File: src/rtl/fifo_wr_ctrl_pkg.sv
// Shared FIFO package (package fifo_pkg): default geometry plus Gray-code
// helpers. The read-side controller reuses the same defaults and helpers.
package fifo_pkg;

   localparam int DATA_WIDTH_DEF   = 8;
   localparam int ADDR_WIDTH_DEF   = 3;
   localparam int AFULL_THRESH_DEF = 6;

   // Binary to reflected Gray; callers zero-extend in and size-cast out.
   function automatic logic [31:0] bin2gray(input logic [31:0] b);
      return b ^ (b >> 1);
   endfunction

   // Gray to binary; bits above the caller's width are zero and stay zero.
   function automatic logic [31:0] gray2bin(input logic [31:0] g);
      logic [31:0] b;
      b[31] = g[31];
      for (int i = 30; i >= 0; i--) begin
         b[i] = b[i+1] ^ g[i];
      end
      return b;
   endfunction

endpackage

File: src/rtl/fifo_wr_ctrl_if.sv
// Write-side FIFO bus: producer handshake, memory write port and the
// pointer exchange with the read domain. The almost_full signal exists only
// when FIFO_ALMOST_FULL_EN is defined.
interface fifo_wr_ctrl_if #(
   parameter int DATA_WIDTH = 8,
   parameter int ADDR_WIDTH = 3
);
   logic                  winc;
   logic [DATA_WIDTH-1:0] wdata_in;
   logic [ADDR_WIDTH:0]   rptr_gray;
   logic                  wclken;
   logic [ADDR_WIDTH-1:0] waddr;
   logic [DATA_WIDTH-1:0] wdata;
   logic [ADDR_WIDTH:0]   wptr_gray;
   logic                  full;
   logic                  overflow;
`ifdef FIFO_ALMOST_FULL_EN
   logic                  almost_full;

   modport master (output winc, wdata_in, rptr_gray,
                   input  wclken, waddr, wdata, wptr_gray, full, overflow, almost_full);
   modport slave  (input  winc, wdata_in, rptr_gray,
                   output wclken, waddr, wdata, wptr_gray, full, overflow, almost_full);
`else
   modport master (output winc, wdata_in, rptr_gray,
                   input  wclken, waddr, wdata, wptr_gray, full, overflow);
   modport slave  (input  winc, wdata_in, rptr_gray,
                   output wclken, waddr, wdata, wptr_gray, full, overflow);
`endif
endinterface

File: src/rtl/fifo_ptr_sync.sv
// Two-flop synchronizer for a Gray-coded pointer crossing into CLK's domain.
// Only one bit changes per pointer step, so a multi-bit Gray word is safe.
module fifo_ptr_sync #(
   parameter int WIDTH = 4
) (
   input  logic             CLK,
   input  logic             RST,
   input  logic [WIDTH-1:0] din,
   output logic [WIDTH-1:0] dout
);
   logic [WIDTH-1:0] meta;

   // Two-stage capture; output lags the input by two rising edges.
   always_ff @(posedge CLK) begin
      if (RST) begin
         meta <= '0;
         dout <= '0;
      end else begin
         meta <= din;
         dout <= meta;
      end
   end

endmodule

File: src/rtl/fifo_wr_ctrl.sv
// Write-side controller of an async FIFO: binary/Gray write pointer, read
// pointer synchronizer, registered full flag and sticky overflow.
// Optional feature macro: FIFO_ALMOST_FULL_EN (registered almost_full).
module fifo_wr_ctrl
   import fifo_pkg::*;
#(
   parameter int DATA_WIDTH   = DATA_WIDTH_DEF,
   parameter int ADDR_WIDTH   = ADDR_WIDTH_DEF,
   parameter int AFULL_THRESH = AFULL_THRESH_DEF
) (
   input  logic          CLK,
   input  logic          RST,
   fifo_wr_ctrl_if.slave bus
);
   localparam int PW = ADDR_WIDTH + 1;

   logic [PW-1:0] wbin;
   logic [PW-1:0] wbin_next;
   logic [PW-1:0] wgray_next;
   logic [PW-1:0] rq2;
   logic [PW-1:0] full_match;
   logic          full_q;
   logic          full_next;
   logic          ovf_q;
   logic          wclken;

   fifo_ptr_sync #(.WIDTH(PW)) u_rptr_sync (
      .CLK  (CLK),
      .RST  (RST),
      .din  (bus.rptr_gray),
      .dout (rq2)
   );

   // The only write path: blocked while full or in reset.
   assign wclken = bus.winc & ~full_q & ~RST;

   assign wbin_next  = wbin + PW'(wclken);
   assign wgray_next = PW'(bin2gray(32'(wbin_next)));

   // Full when the write pointer is exactly one lap ahead of the (stale)
   // read pointer: top two Gray bits inverted, the rest equal. The stale
   // read pointer makes this pessimistic, never optimistic.
   assign full_match = {~rq2[PW-1:PW-2], rq2[PW-3:0]};
   assign full_next  = (wgray_next == full_match);

   // Pointer, full and sticky overflow state.
   always_ff @(posedge CLK) begin
      if (RST) begin
         wbin           <= '0;
         bus.wptr_gray  <= '0;
         full_q         <= 1'b0;
         ovf_q          <= 1'b0;
      end else begin
         wbin           <= wbin_next;
         bus.wptr_gray  <= wgray_next;
         full_q         <= full_next;
         if (bus.winc && full_q) ovf_q <= 1'b1;
      end
   end

`ifdef FIFO_ALMOST_FULL_EN
   logic [PW-1:0] rbin;
   logic [PW-1:0] occ;
   localparam logic [PW-1:0] AF_THRESH = PW'(AFULL_THRESH);

   assign rbin = PW'(gray2bin(32'(rq2)));
   assign occ  = wbin_next - rbin;

   // Occupancy against the synchronized read pointer, registered.
   always_ff @(posedge CLK) begin
      if (RST) bus.almost_full <= 1'b0;
      else     bus.almost_full <= (occ >= AF_THRESH);
   end
`endif

   assign bus.wclken   = wclken;
   assign bus.waddr    = wbin[ADDR_WIDTH-1:0];
   assign bus.wdata    = bus.wdata_in;
   assign bus.full     = full_q;
   assign bus.overflow = ovf_q;

endmodule

File: src/flat_wrapper.sv
// flat-port wrapper written by rule: the top's interface ports become plain ports
module fifo_wr_ctrl_flat import fifo_pkg::*;
#(
   parameter int DATA_WIDTH   = DATA_WIDTH_DEF,
   parameter int ADDR_WIDTH   = ADDR_WIDTH_DEF,
   parameter int AFULL_THRESH = AFULL_THRESH_DEF
)
  (CLK, RST, bus_winc, bus_wdata_in, bus_rptr_gray, bus_wclken, bus_waddr, bus_wdata, bus_wptr_gray, bus_full, bus_overflow);
  fifo_wr_ctrl_if #(.DATA_WIDTH(DATA_WIDTH), .ADDR_WIDTH(ADDR_WIDTH)) bus_i ();
  input  logic CLK;
  input  logic RST;
  input wire logic [$bits(bus_i.winc)-1:0] bus_winc;
  input wire logic [$bits(bus_i.wdata_in)-1:0] bus_wdata_in;
  input wire logic [$bits(bus_i.rptr_gray)-1:0] bus_rptr_gray;
  output wire logic [$bits(bus_i.wclken)-1:0] bus_wclken;
  output wire logic [$bits(bus_i.waddr)-1:0] bus_waddr;
  output wire logic [$bits(bus_i.wdata)-1:0] bus_wdata;
  output wire logic [$bits(bus_i.wptr_gray)-1:0] bus_wptr_gray;
  output wire logic [$bits(bus_i.full)-1:0] bus_full;
  output wire logic [$bits(bus_i.overflow)-1:0] bus_overflow;
  assign bus_i.winc = bus_winc;
  assign bus_i.wdata_in = bus_wdata_in;
  assign bus_i.rptr_gray = bus_rptr_gray;
  assign bus_wclken = bus_i.wclken;
  assign bus_waddr = bus_i.waddr;
  assign bus_wdata = bus_i.wdata;
  assign bus_wptr_gray = bus_i.wptr_gray;
  assign bus_full = bus_i.full;
  assign bus_overflow = bus_i.overflow;
  fifo_wr_ctrl #(.DATA_WIDTH(DATA_WIDTH), .ADDR_WIDTH(ADDR_WIDTH), .AFULL_THRESH(AFULL_THRESH)) u_core (.CLK(CLK), .RST(RST), .bus(bus_i));
endmodule
File: config.mk
export PLATFORM = sky130hd
export DESIGN_NAME = fifo_wr_ctrl_flat
export DESIGN_NICKNAME = d
export VERILOG_FILES = /design/src/rtl/fifo_wr_ctrl_pkg.sv /design/src/rtl/fifo_wr_ctrl_if.sv /design/src/rtl/fifo_ptr_sync.sv /design/src/rtl/fifo_wr_ctrl.sv /design/src/flat_wrapper.sv
export SDC_FILE = /design/constraint.sdc
export NUM_CORES = 1
export LEC_CHECK = 0
export ABC_AREA = 1
export CORE_MARGIN = 10
export CORE_UTILIZATION = 38
export CTS_BUF_LIST = sky130_fd_sc_hd__clkbuf_2
export DETAILED_ROUTE_END_ITERATION = 16
export PLACE_DENSITY = 0.75
export SKIP_CTS_REPAIR_TIMING = 1
export SLEW_MARGIN = 10
export SYNTH_ARGS = -nofsm -noshare
export SYNTH_HDL_FRONTEND = slang
export SYNTH_SLANG_ARGS = --single-unit
export TNS_END_PERCENT = 50
File: constraint.sdc
create_clock -name CLK -period 5.7 [get_ports CLK]
set_clock_uncertainty 0.05 [all_clocks]
set_input_delay 1.14 -clock CLK [delete_from_list [all_inputs] [get_ports CLK]]
set_output_delay 1.14 -clock CLK [all_outputs]
set_load 0.05 [all_outputs]
==> metrics.md <==
| Metric | Value |
|---|---|
| Final wirelength | 1270 microns |
| Placement Setup Slack | 1.45 ns |
| Sequential area share after synthesis | 45.6% |
| Clock sinks | 17 |
| Worst EP required | 4.51 ns |
| Initial drt markers | 14 |
| Site Rows | 15 |
| Critical path class | in2out |
| Post-synth top area share | 45.6% |
| I/O Pins | 33 |
| Sw Pwr | 0.0581 mW |
| Area leader, netlist | dfxtp_1 |
| Final Max Slew Viols | 0 |
| Fillers | 194 |
| Worst-path clk slew | 0.15 ns |
| Global route overflow | 0 |
| Reg power frac | 59.6% |
| Final nets | 128 |
| Max cap viols | 0 |
| P_leak | 0.418 nW |
| Core area | 1800 sq um |
| Final cycle utilization of the critical path | 75.1% |
| Setup slack after layout | 1.42 ns |
| WL per Instance | 9.39 microns |
| Vias in the first global route | 529 |
| Hold crit path type | reg2reg |
| Initial cell density of the core | 41.5% |
| Die width | 64.3 microns |
| Clk Latency, worst-skew pair | 0.30 ns |
| Routability Congestion | 0.765 |
| Initial antenna violation count | 0 |
| Startpoint Class | input port |
| Die area | 4140 sq um |
| IO buf count | 16 |
| Max Fanout on Critical Path | 16 |
| Clock root buffer | clkbuf_2 |
| Comb pwr share | 15.4% |
| RSZ-0062 raised after global routing | false |
| Largest cells by area after synthesis | dfxtp_1, nand2_1, nor2_1 |
| Diode count | 0 |
| Syn_area_per_cell | 7.47 sq um |
| F_max | 234 MHz |
| Hold Violations, Final | 0 |
| Sw frac | 27.6% |
| Largest net degree at the start of global routing | 17 |
| Worst slew pin tran | 0.534 ns |
| Die Ht | 64.3 microns |
| Yosys cell types | 16 |
| CP arrival | 3.09 ns |
| DR DRC count | 0 |
| Layout cells sized above 1 | 10.9% |
| Final Setup Violations | 0 |
| Worst ir drop on vdd | 0.143 mV |
| Period minus WS final | 4.28 ns |
| Cell area after synthesis | 747 sq um |
| Setup TNS | 0 ns |
| DRT Pass-1 Iters | 4 |
| HPWL Detailed | 1030 microns |
| Syn_nets | 117 |
| P per Cell Area | 237 nW/um^2 |
| Via Count | 583 |
| Gr usage total | 6.86% |
| Clock Power Share | 25.0% |
| P&R area growth vs syn | 19.1% |
| Yosys synthesis warning count | 0 |
| Synth Register Bits | 17 |
| Antenna viol nets, final | 0 |
| Relative slew slack | 64.3% |
| CTS tree | built |
| CTS H-tree lvls | 1 |
| Status | finished, final reports clean |
| Worst setup EP type | output port |
| Synth Instances | 100 |
| Vias/cell | 4.32 |
| TritonCTS buffer count | 3 |
| Int Power | 0.152 mW |
| CTS Buffer Depth | 2 |
| First-pass GRT wire length | 2310 microns |
==> layout make-up <==
cell class | instances | area [sq um] | area share, %
Clock inverter | 1 | 5.00 | 0.563
Sequential cell | 17 | 340 | 38.3
Inverter | 16 | 60.1 | 6.75
Clock buffer | 3 | 15.0 | 1.69
Tap cell | 25 | 31.3 | 3.52
Multi-Input combinational cell | 57 | 278 | 31.2
Timing Repair Buffer | 16 | 160 | 18.0
==> path summary, 6_finish.rpt <==
kind	startpoint	end	slack (ns)	cells after the start
max	RST	bus_wclken	1.42	5
min	u_core.u_rptr_sync.meta[2]	u_core.u_rptr_sync.dout[2]	0.36	2
max reg2reg	u_core.bus.full	u_core.bus.full	3.96	10
min reg2reg	u_core.u_rptr_sync.meta[2]	u_core.u_rptr_sync.dout[2]	0.36	2
==> logic make-up after synthesis <==
group,synth area share (%)
AO/OA/AOI/OAI,1.34
adder cells (fa/ha/maj),3.35
buffers and inverters,17.3
flip-flops,45.6
AND/OR/NAND/NOR,32.5
==> power groups by stage <==
stage	clock (mW)	combinational, mW	sequential [mW]
global route	0.0595	0.0358	0.126
floorplan	0	0.0294	0.135
global placement	0	0.0321	0.128
CTS	0.0559	0.0328	0.125
finish	0.0527	0.0324	0.125
detailed placement	0	0.0327	0.128
==> critical path, stage by stage <==
cell and delay (ns):
clkdlybuf4s50_1 0.68, inv_1 0.20, nand2_1 0.08, nor2_1 0.15, clkdlybuf4s50_1 0.84
==> metal layers <==
| layer | up-vias | track usage [%] | share of wire [%] |
|---|---|---|---|
| li1 | 312 | - | - |
| met1 | 242 | 7.76 | 45 |
| met2 | 19 | 9.98 | 45 |
| met3 | 10 | 2.79 | 8.1 |
| met4 | 0 | 5.35 | 1.9 |
| met5 | - | 0 | 0 |
==> sequential cells by signal, indices dropped and copies added (netlist names) <==
register,cells
u_core.wbin,4
u_core.bus.wptr_gray,3
u_core.bus.overflow,1
u_core.u_rptr_sync.dout,4
u_core.u_rptr_sync.meta,4
u_core.bus.full,1
==> Yosys cell counts <==
library cell	instances
nand2_1	19
nor2_1	18
dfxtp_1	17
inv_1	16
buf_4	8
nand2_2	4
nand3_1	4
a21oi_1	2
ha_1	2
nand3_2	2
nand4_1	2
nor2_2	2
and3_1	1
buf_2	1
clkbuf_1	1
nand3b_1	1
==> stage by stage <==
step / std cells / total power [mW] / utilization, % / hold slack [ns] / cell area, sq um
floorplan: 100 / 0.165 / - / 0.338 / 747
global placement: 131 / 0.160 / 48.3 / 0.340 / 870
detailed placement: 131 / 0.161 / 48.3 / 0.347 / 870
CTS: 135 / 0.214 / 49.4 / 0.366 / 890
global route: 135 / 0.221 / 49.4 / 0.398 / 890
finish: 135 / 0.210 / 49.4 / 0.364 / 890
==> layout by cell type (no fill, tap or decap) <==
cell type,instances
nand2_1,19
nor2_1,18
dfxtp_1,17
inv_1,16
clkdlybuf4s50_1,16
nand3_1,4
nand2_2,4
clkbuf_2,3
a21oi_1,2
nand4_1,2
nand3_2,2
nor2_2,2
ha_1,2
nand3b_1,1
and3_1,1
clkinv_2,1
No activity file was read; power rests on OpenSTA's default activity.
